### src/rtl/axi4_burst_master.sv
`default_nettype none
// ============================================================================
// Module   : axi4_burst_master
// Purpose  : Command-driven AXI4 master. Turns one write or read burst command
//            into AW/W/B or AR/R traffic, streaming write data in and read
//            data out, with one transaction outstanding at a time.
// Options  : define AXI4_BURST_MASTER_TIMEOUT_EN to build the stall watchdog.
// Revision : 1.0  initial release
// ============================================================================
module axi4_burst_master #(
    parameter int ADDR_WIDTH     = 16,
    parameter int DATA_WIDTH     = 32,
    parameter int TIMEOUT_CYCLES = 1024
) (
    input  logic                    ACLK,
    input  logic                    ARESET,
    // command interface
    input  logic                    cmd_valid,
    output logic                    cmd_ready,
    input  logic                    cmd_write,
    input  logic [ADDR_WIDTH-1:0]   cmd_addr,
    input  logic [7:0]              cmd_len,
    input  logic [2:0]              cmd_size,
    input  logic [1:0]              cmd_burst,
    // write data stream
    input  logic [DATA_WIDTH-1:0]   wr_data,
    input  logic [DATA_WIDTH/8-1:0] wr_strb,
    input  logic                    wr_valid,
    output logic                    wr_ready,
    // read data stream
    output logic [DATA_WIDTH-1:0]   rd_data,
    output logic [1:0]              rd_resp,
    output logic                    rd_last,
    output logic                    rd_valid,
    input  logic                    rd_ready,
    // completion / status
    output logic                    done_valid,
    output logic [1:0]              done_resp,
    output logic                    proto_err,
    output logic                    timeout,
    // AXI4 write address channel
    output logic [ADDR_WIDTH-1:0]   AWADDR,
    output logic [7:0]              AWLEN,
    output logic [2:0]              AWSIZE,
    output logic [1:0]              AWBURST,
    output logic                    AWVALID,
    input  logic                    AWREADY,
    // AXI4 write data channel
    output logic [DATA_WIDTH-1:0]   WDATA,
    output logic [DATA_WIDTH/8-1:0] WSTRB,
    output logic                    WLAST,
    output logic                    WVALID,
    input  logic                    WREADY,
    // AXI4 write response channel
    input  logic [1:0]              BRESP,
    input  logic                    BVALID,
    output logic                    BREADY,
    // AXI4 read address channel
    output logic [ADDR_WIDTH-1:0]   ARADDR,
    output logic [7:0]              ARLEN,
    output logic [2:0]              ARSIZE,
    output logic [1:0]              ARBURST,
    output logic                    ARVALID,
    input  logic                    ARREADY,
    // AXI4 read data channel
    input  logic [DATA_WIDTH-1:0]   RDATA,
    input  logic [1:0]              RRESP,
    input  logic                    RLAST,
    input  logic                    RVALID,
    output logic                    RREADY
);

    localparam int         c_STRB_W      = DATA_WIDTH / 8;
    localparam int         c_MAX_SIZE    = $clog2(c_STRB_W);
    localparam logic [1:0] c_BURST_INCR  = 2'b01;
    localparam logic [1:0] c_BURST_WRAP  = 2'b10;
    localparam logic [1:0] c_BURST_RSVD  = 2'b11;
    localparam logic [1:0] c_RESP_OKAY   = 2'b00;
    localparam logic [1:0] c_RESP_SLVERR = 2'b10;

    typedef enum logic [2:0] {
        IDLE    = 3'd0,
        WR_ADDR = 3'd1,
        WR_DATA = 3'd2,
        WR_RESP = 3'd3,
        RD_ADDR = 3'd4,
        RD_DATA = 3'd5,
        DONE    = 3'd6
    } state_t;

    state_t                  r_state;
    state_t                  w_next;
    logic [ADDR_WIDTH-1:0]   r_addr;
    logic [7:0]              r_len;
    logic [2:0]              r_size;
    logic [1:0]              r_burst;
    logic [7:0]              r_cnt;
    logic [1:0]              r_resp;
    logic                    r_proto_err;

    // Elaboration-time parameter sanity checks
    if (DATA_WIDTH < 8 || DATA_WIDTH > 128 || (DATA_WIDTH & (DATA_WIDTH - 1)) != 0) begin : g_bad_data_width
        $error("axi4_burst_master: DATA_WIDTH must be a power of 2 in 8..128");
    end
    if (TIMEOUT_CYCLES < 2) begin : g_bad_timeout
        $error("axi4_burst_master: TIMEOUT_CYCLES must be at least 2");
    end

    // ------------------------------------------------------------------
    // Command legality: decided from the raw command so an illegal one
    // never produces bus activity.
    // ------------------------------------------------------------------
    logic [11:0] w_page_off;
    logic [15:0] w_bytes;
    logic [16:0] w_end;
    logic        w_illegal;

    if (ADDR_WIDTH >= 12) begin : g_page_off_full
        assign w_page_off = cmd_addr[11:0];
    end else begin : g_page_off_narrow
        assign w_page_off = {{(12 - ADDR_WIDTH){1'b0}}, cmd_addr};
    end

    // Total burst bytes; an INCR burst may not run past the 4KB page end
    assign w_bytes   = (16'(cmd_len) + 16'd1) << cmd_size;
    assign w_end     = {5'd0, w_page_off} + {1'b0, w_bytes};
    assign w_illegal = (cmd_burst == c_BURST_RSVD)
                     || ((cmd_burst == c_BURST_WRAP) && !((cmd_len == 8'd1) || (cmd_len == 8'd3)
                                                       || (cmd_len == 8'd7) || (cmd_len == 8'd15)))
                     || (cmd_size > 3'(c_MAX_SIZE))
                     || ((cmd_burst == c_BURST_INCR) && (w_end > 17'd4096));

    // Handshake qualifiers (outputs are only raised in their own state)
    logic w_cmd_hs, w_aw_hs, w_w_hs, w_b_hs, w_ar_hs, w_r_hs;
    assign w_cmd_hs = cmd_valid & cmd_ready;
    assign w_aw_hs  = AWVALID & AWREADY;
    assign w_w_hs   = WVALID & WREADY;
    assign w_b_hs   = BVALID & BREADY;
    assign w_ar_hs  = ARVALID & ARREADY;
    assign w_r_hs   = RVALID & RREADY;

    // Registered command fields drive both address channels directly
    assign AWADDR    = r_addr;
    assign AWLEN     = r_len;
    assign AWSIZE    = r_size;
    assign AWBURST   = r_burst;
    assign ARADDR    = r_addr;
    assign ARLEN     = r_len;
    assign ARSIZE    = r_size;
    assign ARBURST   = r_burst;
    assign WDATA     = wr_data;
    assign WSTRB     = wr_strb;
    assign WLAST     = (r_state == WR_DATA) && (r_cnt == r_len);
    assign rd_data   = RDATA;
    assign rd_resp   = RRESP;
    assign rd_last   = RLAST;
    assign done_resp = r_resp;
    assign proto_err = r_proto_err;

    // State register
    always_ff @(posedge ACLK) begin
        if (ARESET) begin
            r_state <= IDLE;
        end else begin
            r_state <= w_next;
        end
    end

    // Next-state decode and per-state handshake outputs
    always_comb begin
        w_next     = r_state;
        cmd_ready  = 1'b0;
        AWVALID    = 1'b0;
        ARVALID    = 1'b0;
        WVALID     = 1'b0;
        wr_ready   = 1'b0;
        BREADY     = 1'b0;
        RREADY     = 1'b0;
        rd_valid   = 1'b0;
        done_valid = 1'b0;
        case (r_state)
            IDLE: begin
                cmd_ready = 1'b1;
                if (cmd_valid) begin
                    if (w_illegal)      w_next = DONE;
                    else if (cmd_write) w_next = WR_ADDR;
                    else                w_next = RD_ADDR;
                end
            end
            WR_ADDR: begin
                AWVALID = 1'b1;
                if (AWREADY) w_next = WR_DATA;
            end
            WR_DATA: begin
                WVALID   = wr_valid;
                wr_ready = WREADY;
                if (wr_valid && WREADY && (r_cnt == r_len)) w_next = WR_RESP;
            end
            WR_RESP: begin
                BREADY = 1'b1;
                if (BVALID) w_next = DONE;
            end
            RD_ADDR: begin
                ARVALID = 1'b1;
                if (ARREADY) w_next = RD_DATA;
            end
            RD_DATA: begin
                RREADY   = rd_ready;
                rd_valid = RVALID;
                if (RVALID && rd_ready && RLAST) w_next = DONE;
            end
            DONE: begin
                done_valid = 1'b1;
                w_next     = IDLE;
            end
            default: w_next = IDLE;
        endcase
    end

    // Command capture, beat counting, response aggregation, RLAST checking
    always_ff @(posedge ACLK) begin
        if (ARESET) begin
            r_addr      <= '0;
            r_len       <= '0;
            r_size      <= '0;
            r_burst     <= '0;
            r_cnt       <= '0;
            r_resp      <= c_RESP_OKAY;
            r_proto_err <= 1'b0;
        end else begin
            if (w_cmd_hs) begin
                r_addr  <= cmd_addr;
                r_len   <= cmd_len;
                r_size  <= cmd_size;
                r_burst <= cmd_burst;
                r_cnt   <= '0;
                r_resp  <= w_illegal ? c_RESP_SLVERR : c_RESP_OKAY;
            end
            if (w_w_hs || w_r_hs) begin
                r_cnt <= r_cnt + 8'd1;
            end
            if (w_b_hs) begin
                r_resp <= BRESP;
            end
            // Response codes are ordered so the numeric max is the worst one
            if (w_r_hs && (RRESP > r_resp)) begin
                r_resp <= RRESP;
            end
            // RLAST must coincide exactly with the final expected beat
            if (w_r_hs && (RLAST != (r_cnt == r_len))) begin
                r_proto_err <= 1'b1;
            end
        end
    end

`ifdef AXI4_BURST_MASTER_TIMEOUT_EN
    localparam int c_WD_W = $clog2(TIMEOUT_CYCLES + 1);

    logic [c_WD_W-1:0] r_wd_cnt;
    logic              r_timeout;
    logic              w_active;
    logic              w_any_hs;

    assign w_active = (r_state == WR_ADDR) || (r_state == WR_DATA) || (r_state == WR_RESP)
                   || (r_state == RD_ADDR) || (r_state == RD_DATA);
    assign w_any_hs = w_aw_hs | w_w_hs | w_b_hs | w_ar_hs | w_r_hs;
    assign timeout  = r_timeout;

    // Stall watchdog: only flags, never aborts, since VALID cannot be withdrawn
    always_ff @(posedge ACLK) begin
        if (ARESET) begin
            r_wd_cnt  <= '0;
            r_timeout <= 1'b0;
        end else if (!w_active || w_any_hs) begin
            r_wd_cnt <= '0;
        end else if (r_wd_cnt != c_WD_W'(TIMEOUT_CYCLES)) begin
            r_wd_cnt <= r_wd_cnt + 1'b1;
            if (r_wd_cnt == c_WD_W'(TIMEOUT_CYCLES - 1)) begin
                r_timeout <= 1'b1;
            end
        end
    end
`else
    assign timeout = 1'b0;
`endif

endmodule
`default_nettype wire

### config.mk
export PLATFORM = sky130hd
export DESIGN_NAME = axi4_burst_master
export DESIGN_NICKNAME = d
export VERILOG_FILES = /design/src/rtl/axi4_burst_master.sv
export SDC_FILE = /design/constraint.sdc
export NUM_CORES = 1
export LEC_CHECK = 0
export CAP_MARGIN = 20
export CORE_ASPECT_RATIO = 0.9
export CORE_MARGIN = 2
export CORE_UTILIZATION = 37
export CTS_BUF_LIST = sky130_fd_sc_hd__clkbuf_16
export CTS_CLUSTER_DIAMETER = 40
export CTS_CLUSTER_SIZE = 24
export DETAILED_ROUTE_END_ITERATION = 10
export PLACE_DENSITY = 0.91
export SLEW_MARGIN = 20
export SYNTH_ARGS = -nofsm -noshare
export SYNTH_HDL_FRONTEND = slang
export SYNTH_SLANG_ARGS = --single-unit
### constraint.sdc
create_clock -name ACLK -period 5.1 [get_ports ACLK]
set_clock_uncertainty 0.05 [all_clocks]
set_input_delay 1.53 -clock ACLK [delete_from_list [all_inputs] [get_ports ACLK]]
set_output_delay 1.53 -clock ACLK [all_outputs]
set_load 0.02 [all_outputs]
==> impl_results.md, run 1 <==
- Gr ovfl total: 0
- Post-Synth Simple-Gate Area: 21.2%
- Initial DRC count: 169
- Setup crit start: cmd_len[1]
- Core Box Area: 10,200 µm²
- Reg2reg setup slack: 2.73 ns
- Maximum clock path buffer count: 2
- Layout cells sized above 1: 7.68%
- Vias: 3,541
- Full die area: 11,300 µm²
- Synthesized-area fraction occupied by xor and xnor cells: 4.75%
- Layout area overhead: 19.8%
- Initial Utilization: 37.9%
- Crit path DAT: 5.00 ns
- Die height: 101 µm
- Reg2Reg Depth: 7
- Largest net degree at the start of global routing: 43
- Vias in the first global route: 3,456
- Worst Hold Path EP: ARADDR[13]
- Worst EP required: 5.22 ns
- All-Layer GR Usage: 18.3%
- CTS Root Cell: clkbuf_16
- Gpl congestion: 0.897
- CTS clk-pin slew, worst paths: 0.06 ns
- Clk_lat worst skew: 0.28 ns
- Most frequent cells in the layout: 116 x clkdlybuf4s50_1, 84 x nand2_1, 48 x a21oi_1
- Synth Net Count: 650
- Most frequent CP cell: ha_1
- Placed Instances: 655
- CTS Sinks: 43
- Post-synthesis adder-cell area fraction: 6.34%
- Cells after Synth: 518
- WHS: 0.419 ns
- Mux cell area share after synthesis: 2.94%
- Slowest CP cell: clkdlybuf4s50_1
- Setup TNS: 0 ns
- Critical path type: in -> reg
- Setup Viol. Count Final: 0
- Crit-path cells: clkdlybuf4s50_1, ha_1, nand3_1, xor2_1, mux2_2, nor2_1, a21oi_1, o32ai_1, ha_1, a21o_1, a221oi_2, o21a_1, o21ai_1, nor4b_2, a41o_2, a31o_1
- First-pass GRT wire length: 16.9 mm
- P per Cell Area: 368 nW/µm²
- Avg WL per Cell: 16.0 µm
- Final-layout fill cell count: 960
- Critical Path Start Type: input port
- Initial antenna violation count: 0
- Slew headroom: 44.9%
- Tcrit/Tclk final: 95.7%
- Ant. Diodes: 0
- Max_cap viols: 0
- Seq/Total Area, Yosys: 22.3%
- Total power: 1.71 mW
- Post-synth EDFFs: 0
- Fmax: 0.205 GHz
- Slowest Stage Delay on Critical Path: 0.49 ns
- Post-route insts no fill: 663
- Synthesized area per cell: 7.47 µm²
- Num CTS Buffers: 5
- Least-Margin Pin Slew: 0.827 ns
- Total I/O pin count: 256
- Port bufs: 118
- DRC Markers: 0
- Reg2reg end: r_cnt[7]
- Largest family of logic cells by synthesized area: buffers and inverters
- Fin util: 45.4%
- RSZ-0062 raised after global routing: false
- Leak pwr: 1.84 nW
- CP max FO: 4
- Routed wire length: 10.6 mm
- Nets@finish: 665
- Commonest non-fill, non-tap cell in the layout: clkdlybuf4s50_1
- Dpl hpwl: 8.37 mm
- Row Count: 35
- Flops & latches, synth: 43
- Setup crit end kind: flip-flop
- Max Slew Vio Count: 0
- Synthesized cell area: 3870 µm²
- Reg2reg start: r_state[2]
- Primary FF master, synth: dfxtp_1
- WHS Path Cells: 2
- Count of cell types in the netlist: 65
- Outcome: finished clean
- Worst hold path type: reg -> reg
- Cts hold-fix bufs: 0
- YS warnings: 0
- First-pass iteration count of the detailed router: 4
- Hold Path Origin: ARADDR[13]
- CTS HTree Levels: 2
- Min Clock Period, post-route: 4.88 ns
- CTS tree: done
- Peak VDD IR: 0.000239 V
- Die width: 112 µm
- Fin. Hold Viols: 0
- ANT nets after route: 0
- Vias/cell: 5.34
- Async S/R FF share, synth: 0%
- Synth Area in Compound Gates: 19.1%
-- critical path: cells and delay by family --
family,cells,cell delay [ns]
adder cells (fa/ha/maj),2,0.54
buffers and inverters,1,0.49
AO/OA/AOI/OAI,8,1.63
AND/OR/NAND/NOR,3,0.36
XOR/XNOR,1,0.17
multiplexers,1,0.29
-- power breakdown --
group	switching, mW	internal (mW)	total [mW]
combinational	0.501	0.423	0.924
clock	0.126	0.177	0.303
sequential	0.0801	0.400	0.480
total	0.707	1.00	1.71
-- sequential cells by signal (all words and copies together), names as in the netlist --
signal	cells
ARADDR	16
ARLEN	8
r_cnt	8
ARSIZE	3
r_state	3
ARBURST	2
done_resp	2
proto_err	1
-- metal layers --
layer | vias up | part of all wire, % | wire length (µm) | GRT usage [%]
met3 | 16 | 9.2 | 978 | 6.49
met1 | 1653 | 41 | 4390 | 21.6
met2 | 156 | 48 | 5110 | 32.1
li1 | 1716 | - | - | -
met5 | - | 0 | 0 | 0
met4 | 0 | 1.3 | 140 | 4.27
-- how the worst max path moves through the flow --
| stage | slack (ns) | to |
|---|---|---|
| after detailed placement | -0.04 | r_state[2] |
| after global placement | 0.1 | r_state[2] |
| after global routing | 0.04 | r_state[2] |
| after CTS | 0.25 | r_state[2] |
| final | 0.22 | r_state[0] |
| after floorplan | 0.67 | r_state[2] |
-- logic make-up (layout without fill, tap and decap cells) --
kind of cell             count (synthesis)  in the layout
AO/OA/AOI/OAI                          112            112
adder cells (fa/ha/maj)                 19             19
other                                    1              1
XOR/XNOR                                21             21
multiplexers                            11             11
flip-flops                              43             43
buffers and inverters                  136            152
AND/OR/NAND/NOR                        175            175
-- Yosys cell counts, drive strengths merged, types with 8 or more instances --
| cell | n | share of area (%) |
|---|---|---|
| a211oi | 8 | 1.8 |
| a21oi | 49 | 6.4 |
| buf | 108 | 21 |
| clkbuf | 18 | 1.7 |
| dfxtp | 43 | 22 |
| ha | 18 | 5.8 |
| inv | 10 | 0.97 |
| mux2i | 8 | 2.1 |
| nand2 | 84 | 8.2 |
| nand3 | 11 | 1.4 |
| nor2 | 28 | 2.7 |
| nor3 | 9 | 1.3 |
| o21ai | 14 | 1.8 |
| xor2 | 16 | 3.6 |
-- area by class of cell --
type                            count  area [µm²]  share of cell area [%]
Multi-Input combinational cell    339        2120                    45.7
Timing Repair Buffer              134        1320                    28.4
Sequential cell                    43         861                    18.6
Tap cell                          129         161                    3.48
Clock buffer                        5         125                    2.70
Inverter                           10        37.5                   0.810
Clock inverter                      3        12.5                   0.270
-- stage by stage --
step	setup slack, ns	area (µm²)
after detailed placement	-0.0448	4480
after global routing	0.0386	4640
after CTS	0.252	4620
after floorplan	0.671	3870
after global placement	0.0962	4460
final	0.221	4640
-- repair_timing --
action,4_1_cts,5_1_grt
gates resized for setup,0,4
setup endpoints to repair,0,4
buffers inserted,0,0
(Power assumes the default switching activity.)
==> inputs of run 2 (changes only) <==
--- a/config.mk
+++ b/config.mk
@@ -5,7 +5,7 @@
 export SDC_FILE = /design/constraint.sdc
 export NUM_CORES = 1
 export LEC_CHECK = 0
-export CAP_MARGIN = 20
+export CAP_MARGIN = 10
 export CORE_ASPECT_RATIO = 0.9
 export CORE_MARGIN = 2
 export CORE_UTILIZATION = 37
@@ -13,6 +13,7 @@
 export CTS_CLUSTER_DIAMETER = 40
 export CTS_CLUSTER_SIZE = 24
 export DETAILED_ROUTE_END_ITERATION = 10
+export GPL_ROUTABILITY_DRIVEN = 0
 export PLACE_DENSITY = 0.91
 export SLEW_MARGIN = 20
 export SYNTH_ARGS = -nofsm -noshare
==> impl_results.md, run 2 (synthesis gave the netlist of run 1 again) <==
- Outcome: finished clean (unchanged)
- Largest register FFs: 16 (unchanged)
- CP max FO: 5 (was 4)
- Clk_lat worst skew: 0.28 ns (about the same)
- Avg WL per Cell: 16.3 µm (was 16.0 µm)
- Post-route insts no fill: 661 (was 663)
- Worst EP required: 5.22 ns (about the same)
- WHS: 0.418 ns (was 0.419 ns)
- Fmax: 0.201 GHz (was 0.205 GHz)
- CTS Sinks: 43 (unchanged)
- Placed Instances: 651 (was 655)
- Num CTS Buffers: 5 (unchanged)
- Initial antenna violation count: 0 (unchanged)
- Peak VDD IR: 0.000243 V (was 0.000239 V)
- Cts hold-fix bufs: 0 (unchanged)
- Maximum clock path buffer count: 2 (unchanged)
- First-pass iteration count of the detailed router: 5 (was 4)
- P per Cell Area: 368 nW/µm² (about the same)
- CTS tree: done (unchanged)
- Min Clock Period, post-route: 4.98 ns (was 4.88 ns)
- Layout cells sized above 1: 7.89% (was 7.68%)
- Ant. Diodes: 0 (unchanged)
- Crit-path cells: clkdlybuf4s50_1, ha_1, nand3_1, xor2_1, mux2_2, nor2_1, a21oi_1, o32ai_1, ha_1, a21o_1, a221oi_2, o21a_1, o21ai_1, nor4b_2, a41o_2, a31o_1 (unchanged)
- Row Count: 35 (unchanged)
- Gr ovfl total: 0 (unchanged)
- Slew headroom: 46.5% (was 44.9%)
- Dpl hpwl: 8.31 mm (was 8.37 mm)
- Largest net degree at the start of global routing: 43 (unchanged)
- Layout area overhead: 19.3% (was 19.8%)
- Full die area: 11,300 µm² (unchanged)
- Worst slack, placed: -0.112 ns (was -0.0448 ns)
- RSZ-0062 raised after global routing: false (unchanged)
- Tcrit/Tclk final: 97.6% (was 95.7%)
- Critical Path Start Type: input port (unchanged)
- Leak pwr: 1.81 nW (was 1.84 nW)
- Die width: 112 µm (unchanged)
- CTS HTree Levels: 2 (unchanged)
- Vias: 3,596 (was 3,541)
- Worst path bufs/invs: 1 (unchanged)
- Worst hold path type: reg -> reg (unchanged)
- Port bufs: 118 (unchanged)
- Nets@finish: 663 (was 665)
- Crit path DAT: 5.10 ns (was 5.00 ns)
- Delay-heaviest family, CP: compound AO/OA/AOI/OAI gates (unchanged)
- First-pass GRT wire length: 16.7 mm (was 16.9 mm)
- Most frequent CP cell: ha_1 (unchanged)
- Total I/O pin count: 256 (unchanged)
- Final-layout fill cell count: 1,004 (was 960)
- Critical path type: in -> reg (unchanged)
- Vias/cell: 5.44 (was 5.34)
- Routed wire length: 10.8 mm (was 10.6 mm)
- ANT nets after route: 0 (unchanged)
- Setup crit end kind: flip-flop (unchanged)
- Initial DRC count: 206 (was 169)
- Fin worst setup slack: 0.124 ns (was 0.221 ns)
- Total power: 1.70 mW (was 1.71 mW)
- Core Box Area: 10,200 µm² (unchanged)
- Reg2reg setup slack: 2.82 ns (was 2.73 ns)
- Setup TNS: 0 ns (unchanged)
- Max_cap viols: 0 (unchanged)
- Fin. Hold Viols: 0 (unchanged)
- Least-Margin Pin Slew: 0.803 ns (was 0.827 ns)
- All-Layer GR Usage: 18.0% (was 18.3%)
- DRC Markers: 0 (unchanged)
- CTS Root Cell: clkbuf_16 (unchanged)
- Max Slew Vio Count: 0 (unchanged)
- Setup Viol. Count Final: 0 (unchanged)
- Initial Utilization: 37.9% (unchanged)
- Die height: 101 µm (unchanged)
- Slowest CP cell: clkdlybuf4s50_1 (unchanged)
- Vias in the first global route: 3,392 (was 3,456)
- Commonest non-fill, non-tap cell in the layout: clkdlybuf4s50_1 (unchanged)
- Most frequent cells in the layout: 117 x clkdlybuf4s50_1, 83 x nand2_1, 47 x a21oi_1 (was 116 x clkdlybuf4s50_1, 84 x nand2_1, 48 x a21oi_1)
- CTS clk-pin slew, worst paths: 0.06 ns (about the same)
- Slowest Stage Delay on Critical Path: 0.49 ns (about the same)
-- run 2: final timing paths --
kind | start | end | depth (start not counted)
worst min-delay path | ARADDR[13] | ARADDR[13] | 2
worst max register to register | r_state[2] | r_cnt[7] | 7
worst max-delay path | cmd_len[0] | r_state[0] | 16
worst min register to register | ARADDR[13] | ARADDR[13] | 2
-- run 2: power breakdown --
group	switching, mW	internal [mW]	leakage (nW)
clock	0.125	0.177	0.0762
combinational	0.504	0.412	1.39
sequential	0.0803	0.400	0.351
total	0.709	0.990	1.81
-- run 2: final cells by class --
class,instances,area (µm²),share of cell area (%)
Multi-Input combinational cell,339,2140,46.3
Timing Repair Buffer,132,1280,27.8
Sequential cell,43,861,18.6
Tap cell,129,161,3.50
Clock buffer,5,125,2.71
Inverter,10,37.5,0.813
Clock inverter,3,12.5,0.271
-- run 2: repair_timing --
action,in CTS,in global routing
setup endpoints to repair,0,4
setup buffers,0,2
gates resized for setup,0,6
-- run 2: stage by stage --
stage | cell area, µm² | util [%]
6_report | 4620 | 45.2
5_1_grt | 4620 | 45.2
4_1_cts | 4570 | 44.8
3_5_place_dp | 4430 | 43.5
3_3_place_gp | 4430 | 43.5
2_1_floorplan | 3870 | -
-- run 2: metal layers --
metal  global-route usage, %  wire length (µm)  vias to the layer above
met5                       0                 0                        -
met2                    31.6              5200                      209
met4                    3.61               100                        0
met3                    5.53              1080                       16
li1                        -                 -                     1721
met1                    21.9              4380                     1650
-- run 2: tightest hold or removal path, stage by stage, from the launching register on --
cell and delay [ns]:
dfxtp_1 0.31, nand2_1 0.05, a21oi_1 0.05
==> inputs of run 3 (changes only) <==
--- a/config.mk
+++ b/config.mk
@@ -7,7 +7,7 @@
 export LEC_CHECK = 0
 export CAP_MARGIN = 10
 export CORE_ASPECT_RATIO = 0.9
-export CORE_MARGIN = 2
+export CORE_MARGIN = 8
 export CORE_UTILIZATION = 37
 export CTS_BUF_LIST = sky130_fd_sc_hd__clkbuf_16
 export CTS_CLUSTER_DIAMETER = 40
==> impl_results.md, run 3 (synthesis gave the netlist of run 1 again) <==
- CTS HTree Levels: 2 (unchanged)
- Slowest CP cell: clkdlybuf4s50_1 (unchanged)
- Commonest non-fill, non-tap cell in the layout: clkdlybuf4s50_1 (unchanged)
- Initial Utilization: 37.9% (unchanged)
- First-pass iteration count of the detailed router: 5 (unchanged)
- Least-Margin Pin Slew: 0.839 ns (was 0.803 ns)
- Nets@finish: 664 (was 663)
- P per Cell Area: 378 nW/µm² (was 368 nW/µm²)
- Vias: 3,587 (was 3,596)
- Critical Path Start Type: input port (unchanged)
- CTS Sinks: 43 (unchanged)
- Slowest Stage Delay on Critical Path: 0.42 ns (was 0.49 ns)
- Reg2reg end: r_cnt[7] (unchanged)
- Setup crit end kind: flip-flop (unchanged)
- WHS Path Cells: 2 (unchanged)
- Port bufs: 118 (unchanged)
- Routed wire length: 11.3 mm (was 10.8 mm)
- Crit path DAT: 4.99 ns (was 5.10 ns)
- Row Count: 35 (unchanged)
- ANT nets after route: 0 (unchanged)
- Layout cells sized above 1: 8.07% (was 7.89%)
- CTS Root Cell: clkbuf_16 (unchanged)
- Crit-path cells: clkdlybuf4s50_1, ha_1, and4_1, buf_4, a311oi_2, nor3_2, a211oi_1, a21oi_1, ha_1, a21o_1, o21ai_0, nand4_1, nor4b_2, a41o_2, a41oi_1 (was clkdlybuf4s50_1, ha_1, nand3_1, xor2_1, mux2_2, nor2_1, a21oi_1, o32ai_1, ha_1, a21o_1, a221oi_2, o21a_1, o21ai_1, nor4b_2, a41o_2, a31o_1)
- Clk_lat worst skew: 0.28 ns (about the same)
- Placed Instances: 654 (was 651)
- Reg2reg setup slack: 2.78 ns (was 2.82 ns)
- Die height: 113 µm (was 101 µm)
- Vias in the first global route: 3,552 (was 3,392)
- Outcome: finished clean (unchanged)
- Most frequent cells in the layout: 117 x clkdlybuf4s50_1, 84 x nand2_1, 47 x a21oi_1 (was 117 x clkdlybuf4s50_1, 83 x nand2_1, 47 x a21oi_1)
- Die width: 124 µm (was 112 µm)
- Initial DRC count: 186 (was 206)
- Post-DP Area: 4460 µm² (was 4430 µm²)
- Reg2reg start: r_state[2] (unchanged)
- Setup Viol. Count Final: 0 (unchanged)
- Min Clock Period, post-route: 4.89 ns (was 4.98 ns)
- Leak pwr: 1.82 nW (was 1.81 nW)
- Cts hold-fix bufs: 0 (unchanged)
- Reg2Reg Depth: 7 (unchanged)
- Worst hold path type: reg -> reg (unchanged)
- Fin. Hold Viols: 0 (unchanged)
- Largest net degree at the start of global routing: 43 (unchanged)
- Most frequent CP cell: ha_1 (unchanged)
- Vias/cell: 5.42 (was 5.44)
- Ant. Diodes: 0 (unchanged)
- Final instance area: 4650 µm² (was 4620 µm²)
- CP max FO: 7 (was 5)
- Worst slack, placed: -0.0840 ns (was -0.112 ns)
- Worst Hold Path EP: ARADDR[7] (was ARADDR[13])
- Avg WL per Cell: 17.0 µm (was 16.3 µm)
- Worst EP required: 5.20 ns (was 5.22 ns)
- Largest register FFs: 16 (unchanged)
- Slew headroom: 44.1% (was 46.5%)
- Layout area overhead: 20.2% (was 19.3%)
- DRC Markers: 0 (unchanged)
- Fmax: 0.204 GHz (was 0.201 GHz)
- Gr ovfl total: 0 (unchanged)
- CTS clk-pin slew, worst paths: 0.06 ns (about the same)
- Fin util: 45.6% (was 45.2%)
- Setup TNS: 0 ns (unchanged)
- Peak VDD IR: 0.000227 V (was 0.000243 V)
- Post-route insts no fill: 662 (was 661)
- Max Slew Vio Count: 0 (unchanged)
- Dpl hpwl: 9.00 mm (was 8.31 mm)
- Core Box Area: 10,200 µm² (unchanged)
- Delay-heaviest family, CP: compound AO/OA/AOI/OAI gates (unchanged)
- WHS: 0.430 ns (was 0.418 ns)
- Tcrit/Tclk final: 95.9% (was 97.6%)
- Num CTS Buffers: 5 (unchanged)
- Total power: 1.76 mW (was 1.70 mW)
- Full die area: 14,000 µm² (was 11,300 µm²)
- Worst path bufs/invs: 2 (was 1)
- Hold Path Origin: ARADDR[7] (was ARADDR[13])
- First-pass GRT wire length: 17.7 mm (was 16.7 mm)
- Fin worst setup slack: 0.207 ns (was 0.124 ns)
- Critical path type: in -> reg (unchanged)
- CTS tree: done (unchanged)
- Maximum clock path buffer count: 2 (unchanged)
- Max_cap viols: 0 (unchanged)
- Initial antenna violation count: 0 (unchanged)
- All-Layer GR Usage: 15.5% (was 18.0%)
- Total I/O pin count: 256 (unchanged)
[run 3: final cells by class]
| class | count | area [µm²] |
|---|---|---|
| clock buffers | 5 | 125 |
| clock inverters | 3 | 38.8 |
| fillers | 1008 | 5550 |
| inverters | 10 | 37.5 |
| multi-input cells | 339 | 2140 |
| flip-flops and latches | 43 | 861 |
| well taps | 129 | 161 |
| repair buffers | 133 | 1290 |
[run 3: report_power, final]
part           total (mW)  switching (mW)  internal, mW
registers           0.479          0.0791         0.400
clock network       0.359           0.131         0.229
logic               0.918           0.506         0.413
[run 3: worst max-delay path by stage]
stage	slack [ns]	to	start	depth (start not counted)
after floorplan	0.67	r_state[2]	cmd_len[0]	16
after global placement	0.09	r_state[0]	cmd_len[0]	16
after detailed placement	-0.08	r_state[2]	cmd_len[0]	15
after CTS	0.21	r_state[2]	cmd_len[0]	15
after global routing	-0.002	r_state[2]	cmd_len[2]	15
final	0.21	r_state[2]	cmd_len[0]	15
[run 3: worst register-to-register path: cells and delay by family, from the launching register on]
family          cells  cell delay [ns]
simple gates        5             1.05
flops               1             0.50
compound gates      1             0.50
xor+xnor            1             0.15
[run 3: per-layer routing]
layer	track usage, %	wire length [µm]	vias up
li1	-	-	1709
met1	18.1	4560	1676
met2	26.4	5350	182
met3	5.92	1210	20
met4	2.73	149	0
met5	0	0	-
[run 3: timing repair]
item,in CTS,in global routing
endpoints found under the setup margin,0,4
gates resized for setup,0,5
buffers inserted,0,0
